<file path="config.mk">
export PLATFORM = sky130hd
export DESIGN_NAME = vga_timing_monitor
export DESIGN_NICKNAME = d
export VERILOG_FILES = /design/src/rtl/vga_timing_monitor.sv
export SDC_FILE = /design/constraint.sdc
export NUM_CORES = 1
export LEC_CHECK = 0
export CORE_ASPECT_RATIO = 0.8
export CORE_MARGIN = 1.5
export CORE_UTILIZATION = 45
export DETAILED_ROUTE_END_ITERATION = 8
export PLACE_DENSITY_LB_ADDON = 0.08
export SLEW_MARGIN = 30
export SYNTH_ARGS = -nofsm -noshare
export SYNTH_HDL_FRONTEND = slang
export SYNTH_SLANG_ARGS = --single-unit
</file>
<file path="constraint.sdc">
create_clock -name pixel_clk -period 3 [get_ports pixel_clk]
set_input_delay 0.45 -clock pixel_clk [delete_from_list [all_inputs] [get_ports pixel_clk]]
set_output_delay 0.45 -clock pixel_clk [all_outputs]
set_load 0.02 [all_outputs]
</file>
<file path="src/rtl/vga_timing_monitor.sv">
// vga_timing_monitor: measures VGA sync timing and lit pixels, and reports lock or error against expected timing
// Ports: pixel_clk/rst_n (sync active-low), vga_sync_h/vga_sync_v (active-low syncs), vga_rgb (6-bit colour);
// h_total/h_sync_w/v_total/v_sync_w (last measurements), lit_pixels (last frame), frame_cnt, locked, err (pulse)
module vga_timing_monitor #(
  parameter int EXP_H_TOTAL = 800,
  parameter int EXP_H_SYNC  = 96,
  parameter int EXP_V_TOTAL = 525,
  parameter int EXP_V_SYNC  = 2,
  parameter int LOCK_FRAMES = 2
) (
  input  logic        pixel_clk,
  input  logic        rst_n,
  input  logic        vga_sync_h,
  input  logic        vga_sync_v,
  input  logic [5:0]  vga_rgb,
  output logic [9:0]  h_total,
  output logic [9:0]  h_sync_w,
  output logic [9:0]  v_total,
  output logic [9:0]  v_sync_w,
  output logic [18:0] lit_pixels,
  output logic [15:0] frame_cnt,
  output logic        locked,
  output logic        err
);
  localparam logic [9:0] L_HT  = 10'(EXP_H_TOTAL);
  localparam logic [9:0] L_HS  = 10'(EXP_H_SYNC);
  localparam logic [9:0] L_VT  = 10'(EXP_V_TOTAL);
  localparam logic [9:0] L_VS  = 10'(EXP_V_SYNC);
  localparam logic [2:0] L_LF  = 3'(LOCK_FRAMES);
  localparam logic [2:0] L_LF1 = 3'(LOCK_FRAMES - 1);
  logic        r_prev_h, r_prev_v, r_h_seen, r_v_seen, r_bad, r_to_done;
  logic [9:0]  r_h_cnt, r_h_low, r_v_line, r_v_low;
  logic [18:0] r_lit_acc;
  logic [2:0]  r_good_cnt;
  logic        w_hfall, w_hrise, w_vfall, w_vrise, w_lit, w_h_bad, w_good, w_timeout;
  assign w_hfall   = r_prev_h & ~vga_sync_h;
  assign w_hrise   = ~r_prev_h & vga_sync_h;
  assign w_vfall   = r_prev_v & ~vga_sync_v;
  assign w_vrise   = ~r_prev_v & vga_sync_v;
  assign w_lit     = vga_rgb != 6'd0;
  // a bad line capture on the frame-ending cycle still counts against that frame
  assign w_h_bad   = r_h_seen & ((w_hfall & (r_h_cnt != L_HT)) | (w_hrise & (r_h_low != L_HS)));
  assign w_good    = ~(r_bad | w_h_bad) & (r_v_line == L_VT) & (v_sync_w == L_VS);
  // fires once per stall; a fresh hfall re-arms it
  assign w_timeout = (r_h_cnt == 10'd1023) & ~r_to_done & ~w_hfall;
  always_ff @(posedge pixel_clk) begin
    if (!rst_n) begin
      r_prev_h   <= 1'b1;
      r_prev_v   <= 1'b1;
      r_h_seen   <= 1'b0;
      r_v_seen   <= 1'b0;
      r_bad      <= 1'b0;
      r_to_done  <= 1'b0;
      r_h_cnt    <= 10'd0;
      r_h_low    <= 10'd0;
      r_v_line   <= 10'd0;
      r_v_low    <= 10'd0;
      r_lit_acc  <= 19'd0;
      r_good_cnt <= 3'd0;
      h_total    <= 10'd0;
      h_sync_w   <= 10'd0;
      v_total    <= 10'd0;
      v_sync_w   <= 10'd0;
      lit_pixels <= 19'd0;
      frame_cnt  <= 16'd0;
      locked     <= 1'b0;
      err        <= 1'b0;
    end else begin
      r_prev_h  <= vga_sync_h;
      r_prev_v  <= vga_sync_v;
      err       <= 1'b0;
      r_h_cnt   <= w_hfall ? 10'd1 : (&r_h_cnt ? r_h_cnt : r_h_cnt + 10'd1);
      r_h_low   <= w_hfall ? 10'd1 : ((!vga_sync_h && !(&r_h_low)) ? r_h_low + 10'd1 : r_h_low);
      r_v_line  <= w_vfall ? {9'd0, w_hfall} : ((w_hfall && !(&r_v_line)) ? r_v_line + 10'd1 : r_v_line);
      r_v_low   <= w_vfall ? {9'd0, w_hfall} :
                   ((!vga_sync_v && w_hfall && !(&r_v_low)) ? r_v_low + 10'd1 : r_v_low);
      r_lit_acc <= w_vfall ? {18'd0, w_lit} : ((w_lit && !(&r_lit_acc)) ? r_lit_acc + 19'd1 : r_lit_acc);
      r_bad     <= w_vfall ? 1'b0 : (r_bad | w_h_bad);
      if (w_hfall) begin
        r_h_seen  <= 1'b1;
        r_to_done <= 1'b0;
      end
      if (w_hfall && r_h_seen) h_total <= r_h_cnt;
      if (w_hrise && r_h_seen) h_sync_w <= r_h_low;
      if (w_vrise && r_v_seen) v_sync_w <= r_v_low;
      if (w_vfall) begin
        r_v_seen <= 1'b1;
        if (r_v_seen) begin
          lit_pixels <= r_lit_acc;
          v_total    <= r_v_line;
          frame_cnt  <= frame_cnt + 16'd1;
          if (w_good) begin
            r_good_cnt <= (r_good_cnt >= L_LF) ? r_good_cnt : r_good_cnt + 3'd1;
            if (r_good_cnt >= L_LF1) locked <= 1'b1;
          end else begin
            r_good_cnt <= 3'd0;
            locked     <= 1'b0;
            err        <= 1'b1;
          end
        end
      end
      // a stalled line invalidates everything measured so far
      if (w_timeout) begin
        locked     <= 1'b0;
        r_good_cnt <= 3'd0;
        r_h_seen   <= 1'b0;
        r_v_seen   <= 1'b0;
        r_to_done  <= 1'b1;
        err        <= 1'b1;
      end
    end
  end
endmodule

</file>
## After elaboration in Yosys (flattened, before gate mapping)

Cells that the tools add are included.

| word-level totals | value |
|---|---|
| flip-flop bits (word level) | 145 |
| output and inout bits | 77 |

| cells by class | value |
|---|---|
| $add $sub $neg | 7 |
| order comparisons | 2 |
| equal/unequal tests | 8 |
| muxes and demuxes | 20 |
| bitwise operators | 21 |
| reductions and logical operators | 31 |

Operators by type and width:

| cell | number |
|---|---|
| 10-bit by 1-bit adder with 10-bit output (second input constant) | 4 |
| 10-bit AND reduction | 4 |
| 10-bit == test (second input constant) | 2 |
| 19-bit by 1-bit adder with 19-bit output (second input constant) | 1 |
| 19-bit AND reduction | 1 |
| 1-bit two-way mux | 18 |
| 16-bit by 1-bit adder with 16-bit output (second input constant) | 1 |
| 1-bit AND | 11 |
| 10-bit by 2-bit == test with 1-bit output (second input constant) | 1 |
| 10-bit != test (second input constant) | 1 |
| 10-bit by 7-bit != test with 1-bit output (second input constant) | 1 |
| 2-bit nonzero test | 5 |
| 1-bit logical AND | 8 |
| 1-bit inverter | 8 |
| 1-bit zero test | 6 |
| 3-bit two-way mux | 2 |
| 3-bit AND reduction | 2 |
| 6-bit nonzero test | 1 |
| 2-bit OR reduction | 3 |
| 2-bit != test (second input constant) | 2 |
| 3-bit by 1-bit adder with 3-bit output (second input constant) | 1 |
| 3-bit by 1-bit greater-or-equal comparator with 1-bit output (second input constant) | 1 |
| 3-bit by 2-bit greater-or-equal comparator with 1-bit output (second input constant) | 1 |
| 2-bit by 1-bit != test with 1-bit output (second input constant) | 1 |
| 2 further kinds | 3 |

## Depth between registers and ports, before layout

| depth | value |
|---|---|
| depth in word-level cells | 13 |
| gate-level depth with buffers | 7 |
| mapped depth without buffers | 7 |

## Least setup slack after synthesis

OpenSTA, ideal clock, no wires.

| timing | value |
|---|---|
| kind | input to register |
| start point | input port vga_rgb[1] |
| end point | register r_lit_acc[14] |
| setup time | 0.128 ns |
| arrival time | 1.592 ns |
| setup slack | 1.281 ns |
| cell stages on the path | 6 |
| path buffers | 1 |
| cell sequence | nor4_2 > and2_1 > clkbuf_1 > nor4_1 > xnor2_1 > nor2_1 |

| between the ends | value |
|---|---|
| word-level cells in the longest chain between the ends | 2 |

RTL lines:

| element | line | source |
|---|---|---|
| start: declaration | 15 | `input logic [5:0] vga_rgb,` |
| 6-bit nonzero test | 40 | `assign w_lit = vga_rgb != 6'd0;` |
| 1-bit logical AND | 77 | `r_lit_acc <= w_vfall ? {18'd0, w_lit} : ((w_lit && !(&r_lit_acc)) ? r_lit_acc + 19'd1 : r_lit_acc);` |
| end signal: assignment | 77 |  |
| end: declaration | 33 | `logic [18:0] r_lit_acc;` |

No other way between the ends.
A chain may end at the register's enable or synchronous reset.

## Final worst setup path

| timing | value |
|---|---|
| start point | register r_h_cnt[0] |
| end point | register r_good_cnt[1] |

| between the ends | value |
|---|---|
| word-level cells in the longest chain between the ends | 10 |
| elaborated cells between the ends (all ways) | 15 |
| classes of those cells | eq/ne (3); mux (1); bitwise (9); reduce/logical (2) |

RTL lines:

| element | line | source |
|---|---|---|
| start: declaration | 32 | `logic [9:0] r_h_cnt, r_h_low, r_v_line, r_v_low;` |
| start signal: assignment | 72 | `r_h_cnt <= w_hfall ? 10'd1 : (&r_h_cnt ? r_h_cnt : r_h_cnt + 10'd1);` |
| 10-bit != test | 42 | `assign w_h_bad = r_h_seen & ((w_hfall & (r_h_cnt != L_HT)) \| (w_hrise & (r_h_low != L_HS)));` |
| 1-bit AND | 42 |  |
| 1-bit OR | 42 |  |
| 1-bit AND | 42 |  |
| 1-bit OR | 43 | `assign w_good = ~(r_bad \| w_h_bad) & (r_v_line == L_VT) & (v_sync_w == L_VS);` |
| 1-bit inverter | 43 |  |
| 1-bit AND (2 in series) | 43 |  |
| 2-bit != test (no source line) | - |  |
| 3-bit AND reduction (no source line) | - |  |
| end signal: assignment | 93 | `r_good_cnt <= (r_good_cnt >= L_LF) ? r_good_cnt : r_good_cnt + 3'd1;` |
| end: declaration | 34 | `logic [2:0] r_good_cnt;` |

Parallel ways exist; a longest one is shown, timed or not.

==> results by stage <==
Floorplan:
- The die covers 0.0149 mm2.
- In this run the standard cell core region covers 0.0137 mm2.
- Measured along the y axis, the die boundary spans around 110 um.
- In this run the core area contains 38 standard-cell rows.
- For this design the top-level I/O count stands at 87.
- The starting density of the core is 0.466.
- In this run the horizontal extent of the chip is 136 um.

Worst setup path:
- The critical setup path kind is register to register.
- The sort of element at the end of the critical path is a register.
- The worst-path maximum fanout is 11.
- In this run the register-to-register setup slack is 0.93 ns.
- Measured in cells, the most critical reg-to-reg path has a length of 6.
- STA classifies the critical path startpoint as a register.
- Data on the critical path arrives at its endpoint at between 2 and 2.5 ns.
- The startpoint identified for the worst register-to-register timing path is r_h_cnt[0]$_SDFFE_PN0P_.
- The capturing point of the worst reg2reg path is r_good_cnt[1]$_SDFFE_PP0P_.
- The critical path required time is 3.29 ns.

Yosys:
- The number of synthesized register bits is 145.
- After synthesis, the netlist uses 61 different library cells.
- The most used flip-flop cell after synthesis is sky130_fd_sc_hd__dfxtp_1.
- The cell area that synthesis handed to floorplanning was 0.00638 mm2.
- The share of synthesized area in the top cell type comes to 0.455.
- The post-synthesis share of cell area spent on xor and xnor gates is 0.0673.
- The number of standard cells after synthesis is 709.
- Yosys printed 0 warnings.
- Measured against the total synthesized area, the mux share comes to 0.0455.
- Yosys attributes the largest share of cell area to sky130_fd_sc_hd__dfxtp_1 (46%), sky130_fd_sc_hd__nand2_1 (5.5%), sky130_fd_sc_hd__mux2i_1 (4.6%), sky130_fd_sc_hd__nor2_1 (4.1%), sky130_fd_sc_hd__xor2_1 (4.0%).
- The combinational family with the most area after synthesis is simple AND/OR/NAND/NOR gates.
- The compound-gate portion of the synthesized area was 0.113.
- The sequential cell area fraction in the yosys report is 0.455.
- Of the total synthesized cell area, the portion taken by full adders, half adders and majority gates is 0.0235.
- Of the total synthesized cell area, the portion taken by AND, OR, NAND and NOR gates is 0.263.
- The number of enable-type register cells in the synthesized netlist is 0.
- The number of nets handed over by synthesis was between 700 and 800.
- A synthesized cell averages 8.99 um2.
- The synthesized design spends more area on one cell type than any other, namely sky130_fd_sc_hd__dfxtp_1.
- The async set-or-reset flop fraction in the synthesized netlist is 0.

Power:
- IR analysis of the VDD net gives a maximum drop of 406 uV.
- In this run the power spent charging and discharging nets is 0.000880 W.
- The proportion of total power due to net switching is 0.213.
- Of the total power, registers draw 0.477.
- Dividing total power by cell area gives a power density of 519 mW/mm2.
- The analysis attributes to cell leakage a power of 2.91 nW.
- The total chip power is 0.00413 W.
- Of the total power, combinational logic draws 0.043.
- The cell-internal power is 0.00325 W.
- Of the total power, the clock network draws 0.480.

Hold path:
- The worst hold path startpoint is lit_pixels[10]$_SDFFE_PN0P_.
- In this run the worst hold path is classified as register to register.
- Counting instances, the worst hold path has a depth of 2.
- The capture endpoint of the worst hold path is lit_pixels[10]$_SDFFE_PN0P_.

Clocking:
- The CTS buffer count is 17.
- Hold repair after CTS inserted 0 buffers.
- The clock-pin slew on the worst setup and hold paths is 0.06 ns.
- The library cell used as clock root buffer is sky130_fd_sc_hd__clkbuf_16.
- The clock passes through at most 2 buffers.
- The number of buffers inserted by post-CTS setup repair is 0.
- Counting every sink on the clock net gives between 100 and 150.
- The insertion delay to the later sink of the worst-skew pair is ~0.42 ns.
- The CTS tree is built.
- CTS built an H-tree with a depth of 4.
- The number of instances resized during post-cts repair is 0.

Timing:
- The final clock period utilization by the worst path is 0.690.
- The total negative slack for setup checks is 0 ns.
- At the pin with the least slew margin, the transition time is 0.694 ns.
- Measured against its own limit, the worst slew margin works out to 0.536.
- For the finished layout, the period the worst path requires is 2.07 ns.
- The setup skew after layout is 0.00744 ns.
- The hold violation total from the final report came to 0.
- The max-slew violation count was 0.
- Setup repair after global routing left no endpoint under its margin.
- The final-report setup violation count is 0.
- The highest attainable clock frequency is slightly below 0.5 GHz.

Place:
- Once placement finished, the instance area stood at 0.00739 mm2.
- Routability-driven placement finished with a final weighted congestion of 0.871.
- The HPWL reported at the end of detailed placement is 10100 um.
- The number of port buffers is 86.

Global routing:
- The number of global-route vias before repair is between 4000 and 5000.
- The global-route total usage across every layer is 0.201.
- The first-pass GRT wire length is around 23000 um.
- The number of antenna violations at the first check in global routing is 0.
- The overall overflow remaining after global route is 0.
- The maximum number of pins on one net before global-route repair is 65.

Drt:
- The starting DRC count in detailed routing is roughly 300.
- In this run the remaining antenna-violating nets after routing total 0.
- The total via count in the routed design is 5129.
- The first detailed-routing pass took 5 iterations.
- After detailed routing, the number of remaining DRC violations is 0.
- In the routed layout, each cell is associated on average with a via count of 5.23.
- The average detailed-routed wire length per instance is 14.6 um.
- Wires add up to 14300 um.

Outcome:
- The flow ran to the end, and the final reports show no timing, DRC or antenna violations.

Cells and area:
- The summed area of non-filler cells in the final layout is 0.00795 mm2.
- 0 antenna diodes ended up in the layout.
- At the end of the flow, the number of nets in the layout was between 800 and 900.
- The share of post-route cells with drive strength above 1 is 0.0650.
- The largest registers in the layout are lit_pixels x19, r_lit_acc x19, frame_cnt x16.
- The area added between synthesis and finish is 24.7%.

Job:
- The max-cap check violation count is 0.
==> logic make-up (layout without fill, tap and decap cells) <==
| group | after synthesis | after routing |
|---|---|---|
| adders and majority gates | 12 | 12 |
| xor gates and xnor gates | 49 | 49 |
| and+or+nand+nor | 324 | 324 |
| muxes | 29 | 29 |
| DFF | 145 | 145 |
| AOI/OAI and AO/OA | 100 | 100 |
| buffers and inverters | 50 | 141 |
==> power groups by stage <==
| stage | clock, W | combinational [W] | sequential [W] |
|---|---|---|---|
| 4_1_cts | 0.00203 | 0.000178 | 0.00197 |
| 5_1_grt | 0.00211 | 0.000197 | 0.00197 |
| 3_5_place_dp | 0 | 0.000177 | 0.00201 |
| 2_1_floorplan | 0 | 0.000117 | 0.00201 |
| 6_report | 0.00198 | 0.000176 | 0.00197 |
| 3_3_place_gp | 0 | 0.000172 | 0.00201 |
==> area by class of cell <==
class	instances	area (um2)
clock buffer	28	547
clock inverter	4	20.0
fill	1170	5740
inverter	14	52.6
multi-input combinational	514	3270
sequential	145	2900
tap	180	225
timing repair buffer	95	936
==> worst max-delay path by stage <==
stage                            start                         end  slack, ns  cells after the start
5_1_grt        r_h_cnt[0]$_SDFFE_PN0P_  r_good_cnt[1]$_SDFFE_PP0P_       0.77                      6
4_1_cts        r_h_cnt[0]$_SDFFE_PN0P_         locked$_SDFFE_PP0P_       0.95                      6
2_1_floorplan               vga_rgb[1]  r_lit_acc[14]$_SDFFE_PP0P_       1.28                      6
6_report       r_h_cnt[0]$_SDFFE_PN0P_  r_good_cnt[1]$_SDFFE_PP0P_       0.93                      6
3_3_place_gp                vga_sync_v  frame_cnt[11]$_SDFFE_PN0P_       0.63                      6
3_5_place_dp                vga_sync_h    r_v_line[6]$_SDFFE_PP0P_       0.55                      6
==> cells in the mapped netlist, drive strengths merged, types with 12 or more instances <==
cell type and count:
nand3 21, nor2b 36, and3 12, and2 18, clkbuf 26, xnor2 20
nand2 93, nor2 71, a21oi 18, inv 14, xor2 29, dfxtp 145
nand4 23, mux2i 29, ha 12, nor3 13, a21boi 33
==> layer usage <==
| layer | up-vias | routed length, um | part of all wire | global-route usage |
|---|---|---|---|---|
| met5 | - | 0 | 0 | 0 |
| met4 | 0 | 61 | 0.0043 | 0.0547 |
| li1 | 2621 | - | - | - |
| met3 | 7 | 711 | 0.050 | 0.0567 |
| met1 | 2365 | 7590 | 0.53 | 0.297 |
| met2 | 136 | 5900 | 0.41 | 0.284 |
==> critical path, stage by stage, from the launching register on <==
cell and delay, ns:
sky130_fd_sc_hd__dfxtp_1 0.43, sky130_fd_sc_hd__ha_1 0.23, sky130_fd_sc_hd__nand4_1 0.10, sky130_fd_sc_hd__or3_1 0.56, sky130_fd_sc_hd__o31a_1 0.36, sky130_fd_sc_hd__o21ai_1 0.19
sky130_fd_sc_hd__a21oi_1 0.07
==> through the flow <==
stage	hold slack, ns	utilization	cells	setup slack [ns]
global route	0.469	0.581	980	0.772
detailed placement	0.448	0.539	948	0.546
floorplan	0.440	-	709	1.28
global placement	0.442	0.539	948	0.627
CTS	0.456	0.581	980	0.945
finish	0.450	0.581	980	0.931
==> layout by cell type, fill, tap and decap left out, types with 4 or more instances in the layout <==
master | synthesis | final
sky130_fd_sc_hd__clkbuf_8 | 0 | 8
sky130_fd_sc_hd__o21ai_1 | 6 | 6
sky130_fd_sc_hd__nor2_1 | 70 | 70
sky130_fd_sc_hd__and3_1 | 12 | 12
sky130_fd_sc_hd__clkdlybuf4s50_1 | 0 | 85
sky130_fd_sc_hd__a31oi_1 | 8 | 8
sky130_fd_sc_hd__nor3_1 | 13 | 13
sky130_fd_sc_hd__nand3_1 | 20 | 20
sky130_fd_sc_hd__nand2b_1 | 4 | 4
sky130_fd_sc_hd__and2_1 | 18 | 18
sky130_fd_sc_hd__and4_1 | 5 | 5
sky130_fd_sc_hd__o211ai_1 | 4 | 4
sky130_fd_sc_hd__nand2_1 | 93 | 93
sky130_fd_sc_hd__xnor2_1 | 20 | 20
sky130_fd_sc_hd__clkbuf_16 | 0 | 17
sky130_fd_sc_hd__o21a_1 | 4 | 4
sky130_fd_sc_hd__xor2_1 | 29 | 29
sky130_fd_sc_hd__or4_1 | 4 | 4
sky130_fd_sc_hd__nor4_1 | 6 | 6
sky130_fd_sc_hd__a21oi_1 | 18 | 18
sky130_fd_sc_hd__nor2b_1 | 36 | 36
sky130_fd_sc_hd__inv_1 | 13 | 13
sky130_fd_sc_hd__nand3b_1 | 4 | 4
sky130_fd_sc_hd__dfxtp_1 | 145 | 145
sky130_fd_sc_hd__clkinv_2 | 0 | 4
sky130_fd_sc_hd__buf_4 | 1 | 8
sky130_fd_sc_hd__ha_1 | 12 | 12
sky130_fd_sc_hd__mux2i_1 | 29 | 29
sky130_fd_sc_hd__nand4_1 | 21 | 21
sky130_fd_sc_hd__a21boi_1 | 30 | 30
No activity file was read; power rests on OpenSTA's default activity.
